==> config.mk <==
export PLATFORM = sky130hd
export DESIGN_NAME = apb_cmd_master_flat
export DESIGN_NICKNAME = d
export VERILOG_FILES = /design/src/rtl/apb_cmd_master_if.sv /design/src/rtl/apb_cmd_master.sv /design/src/flat_wrapper.sv
export SDC_FILE = /design/constraint.sdc
export NUM_CORES = 1
export LEC_CHECK = 0
export ABC_AREA = 1
export BUFFER_PORTS_ARGS = -buffer_cell sky130_fd_sc_hd__buf_4
export CORE_ASPECT_RATIO = 0.7
export CORE_MARGIN = 8
export CORE_UTILIZATION = 43
export CTS_BUF_LIST = sky130_fd_sc_hd__clkbuf_16
export CTS_CLUSTER_DIAMETER = 50
export DETAILED_ROUTE_END_ITERATION = 7
export GPL_ROUTABILITY_DRIVEN = 0
export PLACE_DENSITY_LB_ADDON = 0.15
export RECOVER_POWER = 50
export SETUP_SLACK_MARGIN = 0.2
export SLEW_MARGIN = 10
export SYNTH_ARGS = -nofsm -noshare
export SYNTH_HDL_FRONTEND = slang
export SYNTH_SLANG_ARGS = --single-unit
==> constraint.sdc <==
create_clock -name PCLK -period 1.37 [get_ports PCLK]
set_input_delay 0.0685 -clock PCLK [delete_from_list [all_inputs] [get_ports PCLK]]
set_output_delay 0.0685 -clock PCLK [all_outputs]
set_load 0.005 [all_outputs]
==> src/rtl/apb_cmd_master_if.sv <==
// Command/response handshake and APB bus bundle for apb_cmd_master.
// The master modport is the initiator view; the slave modport is the view of the command source and APB target.
interface apb_cmd_master_if #(
  parameter int ADDR_W = 10,
  parameter int DATA_W = 32
);
  logic              cmd_valid;
  logic              cmd_ready;
  logic              cmd_write;
  logic [ADDR_W-1:0] cmd_addr;
  logic [DATA_W-1:0] cmd_wdata;
  logic              rsp_valid;
  logic              rsp_ready;
  logic [DATA_W-1:0] rsp_rdata;
  logic              rsp_err;
  logic              rsp_tmo;
  logic              PSEL;
  logic              PENABLE;
  logic              PWRITE;
  logic [ADDR_W-1:0] PADDR;
  logic [DATA_W-1:0] PWDATA;
  logic [DATA_W-1:0] PRDATA;
  logic              PREADY;
  logic              PSLVERR;

  modport master (
    input  cmd_valid, cmd_write, cmd_addr, cmd_wdata, rsp_ready,
    input  PRDATA, PREADY, PSLVERR,
    output cmd_ready, rsp_valid, rsp_rdata, rsp_err, rsp_tmo,
    output PSEL, PENABLE, PWRITE, PADDR, PWDATA
  );

  modport slave (
    output cmd_valid, cmd_write, cmd_addr, cmd_wdata, rsp_ready,
    output PRDATA, PREADY, PSLVERR,
    input  cmd_ready, rsp_valid, rsp_rdata, rsp_err, rsp_tmo,
    input  PSEL, PENABLE, PWRITE, PADDR, PWDATA
  );
endinterface

==> src/rtl/apb_cmd_master.sv <==
// Single-outstanding APB initiator: one valid/ready command becomes one SETUP/ACCESS transfer and one response.
// Optional ACCESS wait-state abort is compiled in with APB_MASTER_TIMEOUT_EN (TIMEOUT then sets the limit).
module apb_cmd_master #(
  parameter int ADDR_W = 10,
  parameter int DATA_W = 32
`ifdef APB_MASTER_TIMEOUT_EN
  , parameter int TIMEOUT = 16
`endif
) (
  input logic              PCLK,
  input logic              PRESET,
  apb_cmd_master_if.master bus
);

  typedef enum logic [1:0] {
    IDLE   = 2'd0,
    SETUP  = 2'd1,
    ACCESS = 2'd2,
    RESP   = 2'd3
  } state_t;

  state_t            state_reg, state_next;
  logic              psel_reg, psel_next;
  logic              penable_reg, penable_next;
  logic              pwrite_reg, pwrite_next;
  logic [ADDR_W-1:0] paddr_reg, paddr_next;
  logic [DATA_W-1:0] pwdata_reg, pwdata_next;
  logic              rsp_valid_reg, rsp_valid_next;
  logic [DATA_W-1:0] rsp_rdata_reg, rsp_rdata_next;
  logic              rsp_err_reg, rsp_err_next;

`ifdef APB_MASTER_TIMEOUT_EN
  localparam int WAIT_W = (TIMEOUT > 2) ? $clog2(TIMEOUT) : 1;
  localparam logic [WAIT_W-1:0] WAIT_LAST = WAIT_W'(TIMEOUT - 1);

  logic              rsp_tmo_reg, rsp_tmo_next;
  logic [WAIT_W-1:0] wait_cnt_reg, wait_cnt_next;
`endif

  always_ff @(posedge PCLK) begin
    if (PRESET) begin
      state_reg     <= IDLE;
      psel_reg      <= 1'b0;
      penable_reg   <= 1'b0;
      pwrite_reg    <= 1'b0;
      paddr_reg     <= '0;
      pwdata_reg    <= '0;
      rsp_valid_reg <= 1'b0;
      rsp_rdata_reg <= '0;
      rsp_err_reg   <= 1'b0;
`ifdef APB_MASTER_TIMEOUT_EN
      rsp_tmo_reg   <= 1'b0;
      wait_cnt_reg  <= '0;
`endif
    end else begin
      state_reg     <= state_next;
      psel_reg      <= psel_next;
      penable_reg   <= penable_next;
      pwrite_reg    <= pwrite_next;
      paddr_reg     <= paddr_next;
      pwdata_reg    <= pwdata_next;
      rsp_valid_reg <= rsp_valid_next;
      rsp_rdata_reg <= rsp_rdata_next;
      rsp_err_reg   <= rsp_err_next;
`ifdef APB_MASTER_TIMEOUT_EN
      rsp_tmo_reg   <= rsp_tmo_next;
      wait_cnt_reg  <= wait_cnt_next;
`endif
    end
  end

  // The APB output registers double as the command latch, so the bus is driven straight from flops.
  always_comb begin
    state_next     = state_reg;
    psel_next      = psel_reg;
    penable_next   = penable_reg;
    pwrite_next    = pwrite_reg;
    paddr_next     = paddr_reg;
    pwdata_next    = pwdata_reg;
    rsp_valid_next = rsp_valid_reg;
    rsp_rdata_next = rsp_rdata_reg;
    rsp_err_next   = rsp_err_reg;
`ifdef APB_MASTER_TIMEOUT_EN
    rsp_tmo_next   = rsp_tmo_reg;
    wait_cnt_next  = wait_cnt_reg;
`endif

    case (state_reg)
      IDLE: begin
        if (bus.cmd_valid) begin
          state_next   = SETUP;
          psel_next    = 1'b1;
          penable_next = 1'b0;
          pwrite_next  = bus.cmd_write;
          paddr_next   = bus.cmd_addr;
          pwdata_next  = bus.cmd_write ? bus.cmd_wdata : '0;
        end
      end

      SETUP: begin
        state_next   = ACCESS;
        penable_next = 1'b1;
`ifdef APB_MASTER_TIMEOUT_EN
        wait_cnt_next = '0;
`endif
      end

      ACCESS: begin
        if (bus.PREADY) begin
          state_next     = RESP;
          psel_next      = 1'b0;
          penable_next   = 1'b0;
          pwrite_next    = 1'b0;
          paddr_next     = '0;
          pwdata_next    = '0;
          rsp_valid_next = 1'b1;
          rsp_rdata_next = pwrite_reg ? '0 : bus.PRDATA;
          rsp_err_next   = bus.PSLVERR;
`ifdef APB_MASTER_TIMEOUT_EN
          rsp_tmo_next   = 1'b0;
        end else if (wait_cnt_reg == WAIT_LAST) begin
          // Slave held PREADY low for the whole budget: abandon the transfer.
          state_next     = RESP;
          psel_next      = 1'b0;
          penable_next   = 1'b0;
          pwrite_next    = 1'b0;
          paddr_next     = '0;
          pwdata_next    = '0;
          rsp_valid_next = 1'b1;
          rsp_rdata_next = '0;
          rsp_err_next   = 1'b1;
          rsp_tmo_next   = 1'b1;
        end else begin
          wait_cnt_next  = wait_cnt_reg + 1'b1;
`endif
        end
      end

      RESP: begin
        if (bus.rsp_ready) begin
          state_next     = IDLE;
          rsp_valid_next = 1'b0;
          rsp_rdata_next = '0;
          rsp_err_next   = 1'b0;
`ifdef APB_MASTER_TIMEOUT_EN
          rsp_tmo_next   = 1'b0;
`endif
        end
      end

      default: begin
        state_next = IDLE;
      end
    endcase
  end

  assign bus.cmd_ready = (state_reg == IDLE);
  assign bus.PSEL      = psel_reg;
  assign bus.PENABLE   = penable_reg;
  assign bus.PWRITE    = pwrite_reg;
  assign bus.PADDR     = paddr_reg;
  assign bus.PWDATA    = pwdata_reg;
  assign bus.rsp_valid = rsp_valid_reg;
  assign bus.rsp_rdata = rsp_rdata_reg;
  assign bus.rsp_err   = rsp_err_reg;
`ifdef APB_MASTER_TIMEOUT_EN
  assign bus.rsp_tmo   = rsp_tmo_reg;
`else
  assign bus.rsp_tmo   = 1'b0;
`endif

endmodule

==> src/flat_wrapper.sv <==
// flat-port wrapper written by rule: the top's interface ports become plain ports
module apb_cmd_master_flat 
#(
  parameter int ADDR_W = 10,
  parameter int DATA_W = 32

)
  (PCLK, PRESET, bus_cmd_valid, bus_cmd_write, bus_cmd_addr, bus_cmd_wdata, bus_rsp_ready, bus_PRDATA, bus_PREADY, bus_PSLVERR, bus_cmd_ready, bus_rsp_valid, bus_rsp_rdata, bus_rsp_err, bus_rsp_tmo, bus_PSEL, bus_PENABLE, bus_PWRITE, bus_PADDR, bus_PWDATA);
  apb_cmd_master_if #(.ADDR_W(ADDR_W), .DATA_W(DATA_W)) bus_i ();
  input logic PCLK;
  input logic PRESET;
  input wire logic [$bits(bus_i.cmd_valid)-1:0] bus_cmd_valid;
  input wire logic [$bits(bus_i.cmd_write)-1:0] bus_cmd_write;
  input wire logic [$bits(bus_i.cmd_addr)-1:0] bus_cmd_addr;
  input wire logic [$bits(bus_i.cmd_wdata)-1:0] bus_cmd_wdata;
  input wire logic [$bits(bus_i.rsp_ready)-1:0] bus_rsp_ready;
  input wire logic [$bits(bus_i.PRDATA)-1:0] bus_PRDATA;
  input wire logic [$bits(bus_i.PREADY)-1:0] bus_PREADY;
  input wire logic [$bits(bus_i.PSLVERR)-1:0] bus_PSLVERR;
  output wire logic [$bits(bus_i.cmd_ready)-1:0] bus_cmd_ready;
  output wire logic [$bits(bus_i.rsp_valid)-1:0] bus_rsp_valid;
  output wire logic [$bits(bus_i.rsp_rdata)-1:0] bus_rsp_rdata;
  output wire logic [$bits(bus_i.rsp_err)-1:0] bus_rsp_err;
  output wire logic [$bits(bus_i.rsp_tmo)-1:0] bus_rsp_tmo;
  output wire logic [$bits(bus_i.PSEL)-1:0] bus_PSEL;
  output wire logic [$bits(bus_i.PENABLE)-1:0] bus_PENABLE;
  output wire logic [$bits(bus_i.PWRITE)-1:0] bus_PWRITE;
  output wire logic [$bits(bus_i.PADDR)-1:0] bus_PADDR;
  output wire logic [$bits(bus_i.PWDATA)-1:0] bus_PWDATA;
  assign bus_i.cmd_valid = bus_cmd_valid;
  assign bus_i.cmd_write = bus_cmd_write;
  assign bus_i.cmd_addr = bus_cmd_addr;
  assign bus_i.cmd_wdata = bus_cmd_wdata;
  assign bus_i.rsp_ready = bus_rsp_ready;
  assign bus_i.PRDATA = bus_PRDATA;
  assign bus_i.PREADY = bus_PREADY;
  assign bus_i.PSLVERR = bus_PSLVERR;
  assign bus_cmd_ready = bus_i.cmd_ready;
  assign bus_rsp_valid = bus_i.rsp_valid;
  assign bus_rsp_rdata = bus_i.rsp_rdata;
  assign bus_rsp_err = bus_i.rsp_err;
  assign bus_rsp_tmo = bus_i.rsp_tmo;
  assign bus_PSEL = bus_i.PSEL;
  assign bus_PENABLE = bus_i.PENABLE;
  assign bus_PWRITE = bus_i.PWRITE;
  assign bus_PADDR = bus_i.PADDR;
  assign bus_PWDATA = bus_i.PWDATA;
  apb_cmd_master #(.ADDR_W(ADDR_W), .DATA_W(DATA_W)) u_core (.PCLK(PCLK), .PRESET(PRESET), .bus(bus_i));
endmodule
==> out/qor.csv <==
stage,metric,value,unit
run_status,status,"complete, but fails checks",
run_status,violations,setup timing,
finish,final_layout_size_suffix_gt1_share,35.8,%
logic_synthesis,synth.distinct_cells,20,
sta,skew,0.00750,ns
logic_synthesis,synthXorXnorAreaFrac,0,%
drt,ant_nets,0,
logic_synthesis,synth_top_family_by_area,simple AND/OR/NAND/NOR gates,
drt,avgRoutedWirePerCell,16.3,microns
die,initial_core_util,43.6,%
logic_synthesis,syn_inst,590,
sta,hold_violations,0,
logic_synthesis,synth_edf_count,0,
drt,vias,4571,
grt,grt_max_degree,47,
finish,antenna_cells,0,
power_and_ir_drop,power.density,2500,nW/um^2
hold_path,hold_path_class,input pin to register,
setup_path,startpoint_type,register,
drt,wl,14.6,mm
die,core_area,8930,sq um
finish,final_cells,896,
logic_synthesis,syn_area,3890,sq um
clock_network,cts_tree,yes,
placed_design,dp_hpwl,8.59,mm
setup_path,worstPathArrival,1.68,ns
logic_synthesis,yosysMostFrequentCell,nand2_1,
logic_synthesis,ys_ff_latch,81,
power_and_ir_drop,p_leak,3.20,nW
setup_path,path_max_fanout,7,
flow_run,max-cap-violations,0,
sta,rsz0062_at_grt,yes,
logic_synthesis,synthFlopType,dfxtp_1,
setup_path,crit_path_start,u_core.state_reg[1],
placed_design,dp.cells,850,
clock_network,path_clk_slew,0.06,ns
logic_synthesis,synthTopCellsByCount,"nand2_1, nor2_1, nand3_1, dfxtp_1, a21oi_1",
drt,drcViolationCount,0,
placed_design,port_buffers,160,
logic_synthesis,synth_area_per_cell,6.59,sq um
clock_network,numCtsBuffers,9,
clock_network,clk_path_buf_depth,2,
logic_synthesis,synth_area_leader_cell,dfxtp_1,
sta,timing.final.ws_setup,-0.0774,ns
logic_synthesis,synth_async_sr_flop_share,0,%
placed_design,pre_cts_ws,-0.0451,ns
logic_synthesis,synthAdderAreaFrac,1.93,%
finish,area_growth,66.4,%
die,die_h,95.6,microns
logic_synthesis,ys_seq_area_share,41.7,%
logic_synthesis,yosys.area_share.simple,37.6,%
drt,drt-initial-drc-count,359,
die,fp-row-count,29,
drt,viasPerCell,5.10,
grt,grt_overflow,0,
grt,antenna_found_initial,0,
logic_synthesis,synth_compound_area_share,8.72,%
die,die_area,12400,sq um
clock_network,htreeDepth,3,
drt,first_pass_iters,4,
finish,post-route-util,72.5,%
clock_network,cts_sinks,81,
logic_synthesis,synthMuxAreaShare,0,%
logic_synthesis,synth_area_leaders,"dfxtp_1, nand2_1, nand3_1",
setup_path,path_class,register to register,
power_and_ir_drop,total_power,16.2,mW
sta,min_period_over_period,106,%
logic_synthesis,yosys.area.top_type_share,41.7,%
die,die_x,130,microns
sta,fmax,691,MHz
die,io_pins,162,
sta,period_minus_slack,1.45,ns
setup_path,end_kind,register,
setup_path,r2r-start,u_core.state_reg[1],
setup_path,cp.required,1.60,ns
clock_network,insertion_delay,0.34,ns
finish,final_nets,855,
logic_synthesis,syn_nets,677,
grt,grt_pass1_vias,4117,
sta,maxSlewViolCount,0,
hold_path,hold_start,bus_PREADY,
power_and_ir_drop,peakVddDrop,1.25,mV
clock_network,ctsRootBufferMaster,clkbuf_16,
grt,grt_usage,20.2,%
grt,grt_pass1_wl,20.0,mm
logic_synthesis,synth_warnings,0,
sta,setup_violations,69,
[cells by family after synthesis]
| kind of cell | after synthesis |
|---|---|
| AO/OA/AOI/OAI | 67 |
| adder cells (fa/ha/maj) | 6 |
| buffers and inverters | 80 |
| flip-flops | 81 |
| AND/OR/NAND/NOR | 355 |
| other | 1 |
[worst max-delay path: stages (launching register included)]
cell	delay (ns)
dfxtp_4	0.40
inv_4	0.05
ha_4	0.18
inv_4	0.07
nand2_4	0.06
nand2_8	0.13
buf_6	0.15
clkbuf_16	0.14
nand3_2	0.05
nand2_1	0.06
nor2_1	0.05
[cell type report]
cell class | instances | area [sq um]
tap | 124 | 155
multi-input combinational | 429 | 2190
sequential | 81 | 1630
fill | 711 | 2450
timing repair buffer | 215 | 2030
clock buffer | 9 | 225
clock inverter | 6 | 106
inverter | 32 | 135
[through the flow]
step	area [sq um]	hold slack (ns)	TNS [ns]
5_1_grt	6470	0.0554	-7.24
2_1_floorplan	3960	0.130	-0.552
3_5_place_dp	5320	0.239	-0.826
3_3_place_gp	5320	0.242	-0.00337
4_1_cts	5990	0.0205	-1.20
6_report	6470	0.0348	-2.65
[where the power goes]
part,leakage [nW],internal (mW),switching (mW)
Combinational,2.37,4.82,4.60
Sequential,0.669,3.39,0.650
Clock,0.161,1.76,0.939
[path summary, 6_finish.rpt]
path / to / slack [ns] / cells past startpoint
max: u_core.bus.PWDATA[3] / -0.08 / 10
min: u_core.bus.PSEL / 0.03 / 4
max reg2reg: u_core.bus.PWDATA[3] / -0.08 / 10
min reg2reg: u_core.bus.PADDR[4] / 0.47 / 2
[per-layer routing]
| metal | track usage (%) | wire [microns] | vias up |
|---|---|---|---|
| li1 | - | - | 2228 |
| met1 | 24.1 | 6220 | 2152 |
| met2 | 33.7 | 6960 | 174 |
| met3 | 6.65 | 1230 | 17 |
| met4 | 6.74 | 176 | 0 |
| met5 | 0 | 0 | - |
[repair_timing]
action / in CTS / in global routing
endpoints found under the hold margin: 1 / 0
endpoints found under the setup margin: 81 / 82
pin swaps: 4 / 10
setup buffers: 4 / 7
hold buffers: 1 / 0
gates cloned: 6 / 13
resized for setup: 37 / 53
[layout by cell type (no fill, tap or decap), types with 17 or more instances in the layout]
cell type,Yosys,layout
nand3_2,0,20
a21oi_1,66,56
inv_1,29,26
nor2_1,109,105
clkbuf_16,0,17
clkbuf_4,0,27
nand3_1,92,70
dfxtp_1,81,79
buf_4,2,137
nand2_1,151,140
No activity file was read; power rests on OpenSTA's default activity.
